File: src/rtl/fetch_pkg.sv
// Shared types and constants for the instruction fetch sequencer.
package fetch_pkg;

    typedef enum logic [1:0] {
        BOOT  = 2'd0,
        FETCH = 2'd1,
        HOLD  = 2'd2,
        FLUSH = 2'd3
    } fetch_state_e;

    localparam logic [31:0] NOP_INSTR = 32'h0000_0013;
    localparam logic [31:0] PC_INCR   = 32'd4;

endpackage

File: src/rtl/fetch_sequencer.sv
// Instruction fetch sequencer: drives single-outstanding requests to instruction
// memory, holds one fetched word for the consumer, and absorbs redirects,
// including redirects that arrive while a request is still waiting for memory.
//
// Optional feature macro: FETCH_MISALIGN_TRAP_EN
//   defined   : a misaligned redirect target pulses trap and fetches TRAP_VECTOR
//   undefined : trap is tied low and redirect targets are forced word-aligned
//
// state | meaning
// ------+--------------------------------------------------------------
// BOOT  | one idle cycle after reset release, no request
// FETCH | request outstanding at pc, waiting for imem_ready
// HOLD  | fetched word presented on instr, waiting for the consumer
// FLUSH | request abandoned by a redirect but still held until imem_ready;
//       | its data is dropped and pend_pc becomes the next pc
module fetch_sequencer
    import fetch_pkg::*;
#(
    parameter logic [31:0] RESET_VECTOR = 32'h0000_0000,
    parameter logic [31:0] TRAP_VECTOR  = 32'h0000_0100
) (
    input  logic        clk,
    input  logic        rst_n,
    output logic        imem_req,
    output logic [31:0] imem_addr,
    input  logic        imem_ready,
    input  logic [31:0] imem_rdata,
    input  logic        stall,
    input  logic        redirect_valid,
    input  logic [31:0] redirect_pc,
    output logic        instr_valid,
    output logic [31:0] instr,
    output logic [31:0] instr_pc,
    output logic        trap
);

    fetch_state_e state_q, state_d;
    logic [31:0]  pc_q, pc_d;
    logic [31:0]  pend_q, pend_d;
    logic [31:0]  instr_q, instr_d;
    logic [31:0]  instr_pc_q, instr_pc_d;
    logic         valid_q, valid_d;
    logic [31:0]  redir_tgt;
    logic         redir_accept;

    // A redirect is taken in every state except the boot cycle.
    assign redir_accept = redirect_valid && (state_q != BOOT);

`ifdef FETCH_MISALIGN_TRAP_EN
    logic redir_misaligned;
    logic trap_q, trap_d;

    assign redir_misaligned = |redirect_pc[1:0];
    assign redir_tgt        = redir_misaligned ? TRAP_VECTOR : redirect_pc;
    assign trap_d           = redir_accept && redir_misaligned;
    assign trap             = trap_q;

    // Trap pulse register: high for exactly the cycle after a misaligned redirect.
    always_ff @(posedge clk or negedge rst_n) begin
        if (!rst_n) begin
            trap_q <= 1'b0;
        end else begin
            trap_q <= trap_d;
        end
    end
`else
    // Low address bits and the trap vector are intentionally ignored here.
    logic [33:0] unused_bits;

    assign unused_bits = {TRAP_VECTOR, redirect_pc[1:0]};
    assign redir_tgt   = {redirect_pc[31:2], 2'b00};
    assign trap        = 1'b0;
`endif

    // The request address is always the pc; pc does not move while a request
    // is outstanding, which keeps imem_addr stable through FETCH and FLUSH.
    assign imem_req    = (state_q == FETCH) || (state_q == FLUSH);
    assign imem_addr   = pc_q;
    assign instr_valid = valid_q;
    assign instr       = instr_q;
    assign instr_pc    = instr_pc_q;

    // State, pc and output holding registers.
    always_ff @(posedge clk or negedge rst_n) begin
        if (!rst_n) begin
            state_q    <= BOOT;
            pc_q       <= RESET_VECTOR;
            pend_q     <= 32'h0000_0000;
            instr_q    <= NOP_INSTR;
            instr_pc_q <= 32'h0000_0000;
            valid_q    <= 1'b0;
        end else begin
            state_q    <= state_d;
            pc_q       <= pc_d;
            pend_q     <= pend_d;
            instr_q    <= instr_d;
            instr_pc_q <= instr_pc_d;
            valid_q    <= valid_d;
        end
    end

    // Next-state, pc and captured-instruction logic.
    always_comb begin
        state_d    = state_q;
        pc_d       = pc_q;
        pend_d     = pend_q;
        instr_d    = instr_q;
        instr_pc_d = instr_pc_q;
        valid_d    = valid_q;

        case (state_q)
            BOOT: begin
                state_d = FETCH;
            end

            FETCH: begin
                if (redirect_valid) begin
                    if (imem_ready) begin
                        // Returned word belongs to the old path; drop it.
                        pc_d = redir_tgt;
                    end else begin
                        pend_d  = redir_tgt;
                        state_d = FLUSH;
                    end
                end else if (imem_ready) begin
                    instr_d    = imem_rdata;
                    instr_pc_d = pc_q;
                    valid_d    = 1'b1;
                    pc_d       = pc_q + PC_INCR;
                    state_d    = HOLD;
                end
            end

            HOLD: begin
                if (redirect_valid) begin
                    pc_d    = redir_tgt;
                    valid_d = 1'b0;
                    state_d = FETCH;
                end else if (!stall) begin
                    valid_d = 1'b0;
                    state_d = FETCH;
                end
            end

            FLUSH: begin
                if (redirect_valid) begin
                    pend_d = redir_tgt;
                end
                if (imem_ready) begin
                    pc_d    = redirect_valid ? redir_tgt : pend_q;
                    state_d = FETCH;
                end
            end

            default: begin
                state_d = BOOT;
            end
        endcase
    end

endmodule

File: config.mk
export PLATFORM = sky130hd
export DESIGN_NAME = fetch_sequencer
export DESIGN_NICKNAME = d
export VERILOG_FILES = /design/src/rtl/fetch_pkg.sv /design/src/rtl/fetch_sequencer.sv
export SDC_FILE = /design/constraint.sdc
export NUM_CORES = 1
export LEC_CHECK = 0
export CAP_MARGIN = 30
export CELL_PAD_IN_SITES_DETAIL_PLACEMENT = 0
export CELL_PAD_IN_SITES_GLOBAL_PLACEMENT = 1
export CORE_MARGIN = 5
export CORE_UTILIZATION = 39
export CTS_BUF_LIST = sky130_fd_sc_hd__clkbuf_8
export CTS_CLUSTER_SIZE = 10
export DETAILED_ROUTE_END_ITERATION = 7
export PLACE_DENSITY_LB_ADDON = 0.1
export SYNTH_ARGS = -nofsm -noshare
export SYNTH_HDL_FRONTEND = slang
export SYNTH_SLANG_ARGS = --single-unit
File: constraint.sdc
create_clock -name clk -period 2.2 [get_ports clk]
set_input_delay 0.55 -clock clk [delete_from_list [all_inputs] [get_ports clk]]
set_output_delay 0.55 -clock clk [all_outputs]
set_load 0.02 [all_outputs]
==> results.py, run 1 <==
metrics = {
    "run_status": {
        "status": "finished clean",
    },
    "sta": {
        "hold_viol": 0,
        "grt_setup_unrepaired": "false",
        "period_share_pct": 97.0,
        "setup_ws_ns": 0.0668,
        "setup_viol": 0,
        "skew_ns": 0.00869,
        "tightest_slew_ns": 0.506,
        "hold_slack_ns": 0.0433,
        "period_minus_slack_ns": 2.13,
        "slew_headroom_pct": 66.0,
        "slew_violations": 0,
        "max_freq_mhz": 469,
    },
    "critical_path": {
        "endpoint_kind": "primary output",
        "cpPeakStageDelay_ns": 0.67,
        "critical_path_buf_inv_count": 1,
        "arrival_ns": 1.58,
        "critical_path_class": "flop to primary output",
        "crit_family": "buffers and inverters",
        "slowest_stage": "clkdlybuf4s50_1",
        "path_cells": "clkdlybuf4s50_1",
        "worstPathRequired_ns": 1.65,
        "rrSetupSlack_ns": 0.21,
        "start_kind": "flop",
        "cp_max_fo": 6,
    },
    "drt": {
        "routed_via_density": 5.27,
        "num_vias": 5073,
        "drcViolationCount": 0,
        "detail-route-antenna-nets": 0,
        "first_iter_violations": 274,
        "wl_per_cell_um": 18.1,
        "postRouteWirelength_um": 17400,
        "drt_pass1_iterations": 5,
    },
    "logic_synthesis": {
        "avgSynthCellArea_um2": 11.4,
        "async_flop_share_pct": 100,
        "synth_top_cell_area_share_pct": 51.8,
        "synthSimpleGateAreaFrac_pct": 13.1,
        "synthAdderAreaFrac_pct": 0.202,
        "synthXorXnorAreaFrac_pct": 0.566,
        "yosysTopAreaCell": "dfrtp_1",
        "synth_top_flop_cell": "dfrtp_1",
        "synth_fp_nets": 614,
        "synth_cell_types": 60,
        "yosysWarnings": 0,
        "synth_compound_area_share_pct": 13.1,
        "syn_inst": 544,
        "synth-edff-count": 0,
        "synth_top_family_by_area": "multiplexers",
        "ys_seq_elements": 131,
        "syn_area_mm2": 0.00619,
        "synth.area.mux_share_pct": 16.9,
        "synth.area.top_cells": "dfrtp_1 (52%), mux2_2 (13%), mux2_1 (4.2%)",
        "ys_seq_area_share_pct": 53.1,
    },
    "global_route": {
        "track_usage_pct": 19.4,
        "grt_pass1_wl_um": 27900,
        "grt_max_degree": 49,
        "grt_pass1_vias": 5267,
        "overflow": 0,
        "antenna_found_initial": 0,
    },
    "cts": {
        "clk_latency_ns": 0.44,
        "clockBufferDepth": 2,
        "cts.htree.levels": 4,
        "clockRootBuffer": "clkbuf_8",
        "cts_sinks": 131,
        "cts_tree": "yes",
        "clk_pin_slew_ns": 0.08,
        "hold_buffers": 0,
        "cts_buffers": 17,
    },
    "finish": {
        "area_delta_synth_final_pct": 42.8,
        "drive_above_1_share_pct": 21.4,
        "utilization_pct": 56.2,
        "nNetsFinal": 804,
        "final_cell_mix": "clkdlybuf4s50_1 (151), dfrtp_1 (125), mux2_2 (69)",
        "final_common_cell": "clkdlybuf4s50_1",
        "fillers": 1393,
        "final_cell_count_no_fill": 963,
        "diodes": 0,
    },
    "power": {
        "seq_power_share_pct": 38.3,
        "power_density_mw_per_mm2": 1090,
        "ir_drop_uv": 481,
        "p_sw_mw": 3.28,
        "switching_share_pct": 34.0,
        "clkPwrFrac_pct": 24.8,
        "combPwrFrac_pct": 36.9,
        "power_mw": 9.65,
        "leakage_nw": 3.68,
        "intPower_mw": 6.37,
    },
    "die": {
        "die_h_um": 136,
        "rows": 46,
        "coreArea_mm2": 0.0157,
        "die_x_um": 136,
        "die-area_mm2": 0.0185,
        "initial_core_util_pct": 39.4,
        "ioPinCount": 168,
    },
    "place": {
        "dp_slack_ns": -0.148,
        "gp_congestion": 0.781,
        "dpl.hpwl_um": 12600,
        "portBuffers": 164,
        "dpl.cell_count": 931,
    },
    "flow_run": {
        "cap_violations": 0,
    },
    "hold_path": {
        "hold_path_class": "input port to asynchronous set/reset pin",
    },
}
-- through the flow --
step	TNS [ns]	area, um^2
floorplan	0	6190
CTS	0	8810
global route	0	8830
global placement	-4.32	8350
finish	0	8830
detailed placement	-3.45	8350
-- logic make-up (layout without fill, tap and decap cells) --
| kind of cell | count (synthesis) | in the layout |
|---|---|---|
| and+or+nand+nor | 156 | 156 |
| DFF | 131 | 131 |
| buffers and inverters | 42 | 245 |
| other | 1 | 1 |
| AOI/OAI and AO/OA | 116 | 116 |
| muxes | 93 | 93 |
| xor gates and xnor gates | 4 | 4 |
| adders and majority gates | 1 | 1 |
-- sequential cells by signal, summed over array words and instances (netlist names) --
| signal | flops |
|---|---|
| instr_valid | 1 |
| state_q | 2 |
| pend_q | 32 |
| instr_pc | 32 |
| instr | 32 |
| imem_addr | 32 |
-- power by group through the flow --
stage	logic (mW)	registers (mW)	clock network, mW
5_1_grt	3.80	3.81	2.56
3_5_place_dp	3.62	3.74	0
2_1_floorplan	1.14	4.34	0
3_3_place_gp	3.58	3.69	0
4_1_cts	3.62	3.70	2.46
6_report	3.56	3.70	2.39
-- synthesized netlist by cell type (4+ instances only) --
master       n
o21ai_0     22
o22a_1       6
nand2_1     57
nand4_1     11
nor2_1      33
o21ai_1      4
o22ai_1      5
nor3_1       9
and2_1       6
nand3_1     15
a2bb2oi_1   13
inv_1        9
o21a_1       9
mux2_1      23
a21oi_1     24
mux2_2      69
dfrtp_1    128
buf_2       18
xnor2_1      4
a32o_1       4
clkbuf_1    10
-- per-layer routing --
layer / track usage, % / vias to the layer above / wire [um] / part of all wire (%)
met4: 6.38 / 0 / 231 / 1.3
met1: 25.8 / 2530 / 7760 / 45
met2: 30.5 / 160 / 8320 / 48
met3: 5.77 / 20 / 1080 / 6.2
li1: - / 2363 / - / -
met5: 0 / - / 0 / 0
-- path summary, 6_finish.rpt --
path                                             end                       from  depth (start not counted)
max in group asynchronous      instr[11]$_DFFE_PN0P_                      rst_n                          2
hold reg to reg              instr_pc[1]$_DFFE_PN0P_    instr_pc[1]$_DFFE_PN0P_                          1
setup / recovery                       imem_addr[22]  imem_addr[22]$_DFFE_PN0P_                          1
min in group clk             instr_pc[1]$_DFFE_PN0P_    instr_pc[1]$_DFFE_PN0P_                          1
hold / removal                 instr[31]$_DFFE_PN0P_                      rst_n                          1
setup reg to reg           imem_addr[28]$_DFFE_PN0P_   imem_addr[2]$_DFFE_PN0P_                          7
-- layout make-up --
cell class	count	area (um^2)	share of cell area [%]
inverters	10	37.5	0.425
flip-flops and latches	131	3290	37.2
multi-input cells	371	2720	30.8
well taps	216	270	3.06
clock buffers	19	262	2.96
clock inverters	13	205	2.32
repair buffers	203	2050	23.2
-- repair_timing --
item | CTS | global route
endpoints found under the setup margin | 5 | 10
gates cloned | 0 | 0
buffers inserted | 0 | 0
gates resized for setup | 5 | 10
No activity file was read; power rests on OpenSTA's default activity.
==> run 2, diff against run 1 <==
--- a/config.mk
+++ b/config.mk
@@ -10,7 +10,7 @@
 export CELL_PAD_IN_SITES_GLOBAL_PLACEMENT = 1
 export CORE_MARGIN = 5
 export CORE_UTILIZATION = 39
-export CTS_BUF_LIST = sky130_fd_sc_hd__clkbuf_8
+export CTS_BUF_LIST = sky130_fd_sc_hd__clkbuf_2 sky130_fd_sc_hd__clkbuf_4 sky130_fd_sc_hd__clkbuf_8
 export CTS_CLUSTER_SIZE = 10
 export DETAILED_ROUTE_END_ITERATION = 7
 export PLACE_DENSITY_LB_ADDON = 0.1
==> results of run 2 <==
No change in the layout: final DEF, timing and power equal those of run 1.
==> variant 1: new RTL, flow settings as in run 1 <==
Encoding of `fetch_state_e`: now Gray code (2 bits for 4 states).
--- a/src/rtl/fetch_pkg.sv
+++ b/src/rtl/fetch_pkg.sv
@@ -4,6 +4,6 @@
     typedef enum logic [1:0] {
-        BOOT  = 2'd0,
-        FETCH = 2'd1,
-        HOLD  = 2'd2,
-        FLUSH = 2'd3
+        BOOT  = 2'b00,
+        FETCH = 2'b01,
+        HOLD  = 2'b11,
+        FLUSH = 2'b10
     } fetch_state_e;
Function: no difference found for any inputs over 4 cycles, from zero or initial values and one cycle with rst_n low; so few cycles prove little.
==> variant 1 against run 1 <==
  * Clock skew fell by 1.0 ps
  * Worst setup slack lost 7.5 ps
  * Highest routed layer unchanged
  * Cell area increased by 1.8%
  * Count of clock-buffer cells in the layout rose by 1
  * Non-clock buffer count increased by 15
  * Sequential cell count unchanged
  * Total power grew 41%
  * Via count is 3.6% higher
  * Register-to-register slack got worse by 100 ps
  * Routed wire length rose by 2.9%
  * Final cell count increased by 1.8%
  * Area after synthesis grew 1.5%
==> variant 1: results (changes against run 1) <==
outcome:
  status: "completed"  # unchanged
placement:
  gp_congestion: 0.865  # was 0.781
  place_ws_ps: -272  # was -148 ps
  hpwlAfterDp_um: 13100  # was 12,600 um
  dp.cells: 943  # was 931
  placement.io_buffers: 164  # unchanged
global_route:
  first_global_vias: 5402  # was 5,267
  grt_usage_pct: 19.4  # about the same
  antenna_found_initial: 0  # unchanged
  grt_max_degree: 47  # was 49
  grt_pass1_wl_um: 28300  # was 27,900 um
route:
  viasPerCell: 5.36  # was 5.27
  firstDrtPassIters: 5  # unchanged
  wl_met3_um: 1410  # was 1080 um
  highest_layer: "met4"  # unchanged
  drt-total-wl_um: 17900  # was 17,400 um
  wl_met2_um: 8510  # was 8320 um
  wl_per_cell_um: 18.3  # was 18.1 um
  wl_met1_um: 7700  # was 7760 um
  drt_iter0_markers: 248  # was 274
worst_setup_path:
  reg2reg_from: "state_q[0]"  # was imem_addr[2]
  cp-startpoint: "instr[4]"  # was imem_addr[22]
  ff2ff_setup_slack_ps: 110  # was 210 ps
  endpoint: "instr[4]"  # was imem_addr[22]
  path_delay_family: "buffers and inverters"  # unchanged
  worst-path-max-fanout: 2  # was 6
  reg2reg_depth: 6  # was 7
  rr_endpoint: "imem_addr[21]"  # was imem_addr[28]
sta:
  fmaxAchievable_mhz: 467  # was 469 MHz
  relSlewSlack_pct: 62.6  # was 66.0%
  clock_skew_ps: 7.67  # was 8.69 ps
cells_and_area:
  final_nets: 825  # was 804
  drive_above_1_share_pct: 26.8  # was 21.4%
  filler_cell_count: 1347  # was 1,393
logic_synthesis:
  syn-instance-count: 551  # was 544
  synth_common_cells: "dfrtp_1 (128), mux2_2 (90), o21ai_0 (44)"  # was dfrtp_1 (128), mux2_2 (69), nand2_1 (57)
  ys_seq_area_share_pct: 52.3  # was 53.1%
  synth_area_leaders: "dfrtp_1 (51%), mux2_2 (16%), o21ai_0 (3.5%)"  # was dfrtp_1 (52%), mux2_2 (13%), mux2_1 (4.2%)
  synth_top_area_share_pct: 51.0  # was 51.8%
  ys_types: 69  # was 60
power:
  peakVddDrop_v: 0.000645  # was 0.000481 V
  p_leak_nw: 3.86  # was 3.68 nW
clocking:
  htree_levels: 4  # unchanged
-- variant 1: area by class of cell --
type | instances | area, um2 | share of cell area (%)
Inverter | 11 | 41.3 | 0.459
Clock buffer | 20 | 275 | 3.06
Clock inverter | 12 | 178 | 1.97
Timing Repair Buffer | 218 | 2160 | 24.0
Tap cell | 216 | 270 | 3.00
Multi-Input combinational cell | 372 | 2790 | 31.0
Sequential cell | 131 | 3280 | 36.5
-- variant 1: repair_timing --
item / CTS / global route
gates cloned: 0 / 1
hold buffers: 0 / 0
gates resized for setup: 12 / 9
pin swaps: 0 / 1
setup endpoints to repair: 12 / 13
buffers inserted: 0 / 4
-- variant 1: report_power, final --
part           internal [mW]  total, mW  switching (mW)
logic                   3.37       6.71            3.34
registers               3.59       4.56           0.962
clock network           1.33       2.30           0.975
-- variant 1: layer usage --
layer	global-route usage, %	vias to the layer above
met4	6.60	0
met1	25.1	2602
li1	-	2430
met5	0	-
met2	31.4	200
met3	5.26	25
-- variant 1: cell families after synthesis --
| group | share of synthesized area (%) |
|---|---|
| simple gates | 12.8 |
| compound gates | 13.7 |
| flops | 52.3 |
| mux | 16.5 |
| buf+inv | 3.53 |
| fa+ha+maj | 0.997 |
| other cells | 0.0598 |
| xor+xnor | 0.140 |
-- variant 1: stage by stage --
stage               instance area, um2  hold WS (ps)  utilization [%]  total power, mW  setup TNS (ps)
finish                            9000          45.0             56.8             13.6               0
CTS                               8940          32.5             56.5             13.6               0
floorplan                         6280           254                -             8.11               0
detailed placement                8490           473             53.6             11.3           -6130
global placement                  8490           461             53.6             11.2           -5400
global route                      9000          48.3             56.8             14.4               0
==> variant 2: new RTL, flow settings as in run 1 <==
Made on the original files. The option `FETCH_MISALIGN_TRAP_EN` is turned on by a define.
--- a/src/rtl/fetch_sequencer.sv
+++ b/src/rtl/fetch_sequencer.sv
@@ -15,2 +15,4 @@
 //       | its data is dropped and pend_pc becomes the next pc
+`define FETCH_MISALIGN_TRAP_EN
+
 module fetch_sequencer
Check against the original RTL: not equivalent (a bounded check fails within 4 cycles, from zero or initial values and one cycle with rst_n low).
==> variant 2 against run 1 <==
  * Clock power down 13%
  * Hold slack worse by 9.3 ps
  * Cell area up 2.4%
  * Total power fell by 19%
  * Clock skew up 0.59 ps
  * Largest cell class unchanged
  * Routed wire length is 13% higher
  * Highest routed layer unchanged
  * Sequential share of layout area down 0.63 points
  * Worst setup slack got worse by 23 ps
  * Area after synthesis grew 0.87%
  * Sequential cell count up 1
  * First-iteration DRC count up 63%
==> variant 2: results (changes against run 1) <==
global_route:
  grt_util_met1_pct: 30.7  # was 25.8%
  grt_max_degree: 49  # unchanged
  first_global_vias: 5817  # was 5,267
  use_met3_pct: 4.26  # was 5.77%
  gr-usage-met2_pct: 32.4  # was 30.5%
  grt_pass1_wl_um: 31100  # was 27,900 um
  grt_usage_pct: 21.3  # was 19.4%
clocking:
  clockRootBuffer: "clkbuf_8"  # unchanged
power:
  p_leak_nw: 4.16  # was 3.68 nW
  peakVddDrop_v: 0.000332  # was 0.000481 V
  p_int_mw: 5.20  # was 6.37 mW
logic_synthesis:
  synthMuxAreaShare_pct: 0.180  # was 16.9%
  ys_types: 59  # was 60
  synth_compound_area_share_pct: 16.7  # was 13.1%
  synth_xor_area_share_pct: 0.842  # was 0.566%
  ys_seq_area_share_pct: 53.0  # was 53.1%
  synth_area_leaders: "dfrtp_1 (52%), nand2_1 (16%), o21ai_0 (5.5%)"  # was dfrtp_1 (52%), mux2_2 (13%), mux2_1 (4.2%)
  synthAdderAreaFrac_pct: 0.201  # was 0.202%
  synthesis.nets: 796  # was 614
  synth_common_cells: "nand2_1 (274), dfrtp_1 (129), o21ai_0 (68)"  # was dfrtp_1 (128), mux2_2 (69), nand2_1 (57)
  syn_avg_cell_area_um2: 8.59  # was 11.4 um2
min_path:
  hp-class: "in -> async"  # unchanged
route:
  highest_layer: "met4"  # unchanged
  wl_met3_um: 1250  # was 1080 um
  viasPerCell: 5.18  # was 5.27
  wl_met2_um: 8830  # was 8320 um
  vias: 6014  # was 5,073
  drt-total-wl_um: 19600  # was 17,400 um
  wl_met1_um: 9210  # was 7760 um
  drt_iter0_markers: 447  # was 274
  firstDrtPassIters: 7  # was 5
worst_setup_path:
  ff2ff_setup_slack_ps: 200
  path_delay_family: "buffers and inverters"  # unchanged
  crit_arrival_ps: 1610  # was 1580 ps
  worst-path-max-fanout: 7  # was 6
placement:
  dp.cells: 1129  # was 931
  hpwlAfterDp_um: 14600  # was 12,600 um
  place_ws_ps: -59.5  # was -148 ps
  gp_congestion: 0.930  # was 0.781
  placement.io_buffers: 167  # was 164
cells_and_area:
  drive_above_1_share_pct: 12.8  # was 21.4%
  final_nets: 1002  # was 804
sta:
  tightest_slew_ps: 527  # was 506 ps
  clock_skew_ps: 9.29  # was 8.69 ps
  post-route-min-period_ps: 2160  # was 2130 ps
outcome:
  status: "completed"  # unchanged
-- variant 2: cell count changes in the layout (fill, tap and decap cells not counted), moves of 8 or more --
cell,delta
a2bb2oi_1,-11
a31oi_1,+9
buf_4,+29
clkdlybuf4s50_1,+8
mux2_1,-23
mux2_2,-68
nand2_1,+216
nor2_1,-9
o21a_1,-8
o21ai_0,+46
-- variant 2: cell type report --
class                   count  area [um2]
inverters                  10        37.5
well taps                 216         270
clock buffers              22         303
clock inverters            10         105
flip-flops and latches    132        3310
multi-input cells         535        2710
fillers                  1452        6720
repair buffers            236        2310
-- variant 2: logic make-up after synthesis --
kind of cell | after synthesis
buffers and inverters | 59
AOI/OAI and AO/OA | 167
DFF | 132
adders and majority gates | 1
muxes | 1
xor gates and xnor gates | 6
and+or+nand+nor | 360
-- variant 2: through the flow --
step	area, um2	hold WS, ps
global route	9050	54.6
floorplan	6240	254
CTS	9040	32.4
finish	9050	34.0
detailed placement	8630	449
global placement	8630	447
-- variant 2: power by group through the flow --
stage          Sequential [mW]  Combinational [mW]  Clock, mW
3_5_place_dp              3.19                2.60          0
6_report                  3.14                2.58       2.08
2_1_floorplan             3.66               0.677          0
5_1_grt                   3.20                2.77       2.25
4_1_cts                   3.14                2.61       2.14
3_3_place_gp              3.17                2.57          0
-- variant 2: path summary, 6_finish.rpt --
check / startpoint / endpoint / cells after the start
setup reg to reg: imem_addr[3] / imem_addr[20] / 5
min in group clk: instr[1] / instr[1] / 2
setup / recovery: imem_addr[23] / imem_addr[23] / 1
max in group asynchronous: rst_n / instr[6] / 2
hold reg to reg: instr[1] / instr[1] / 2
hold / removal: rst_n / instr[17] / 1
-- variant 2: repair_timing --
item	in CTS	in global routing
setup endpoints to repair	3	5
gates resized for setup	3	5
hold endpoints to repair	0	0
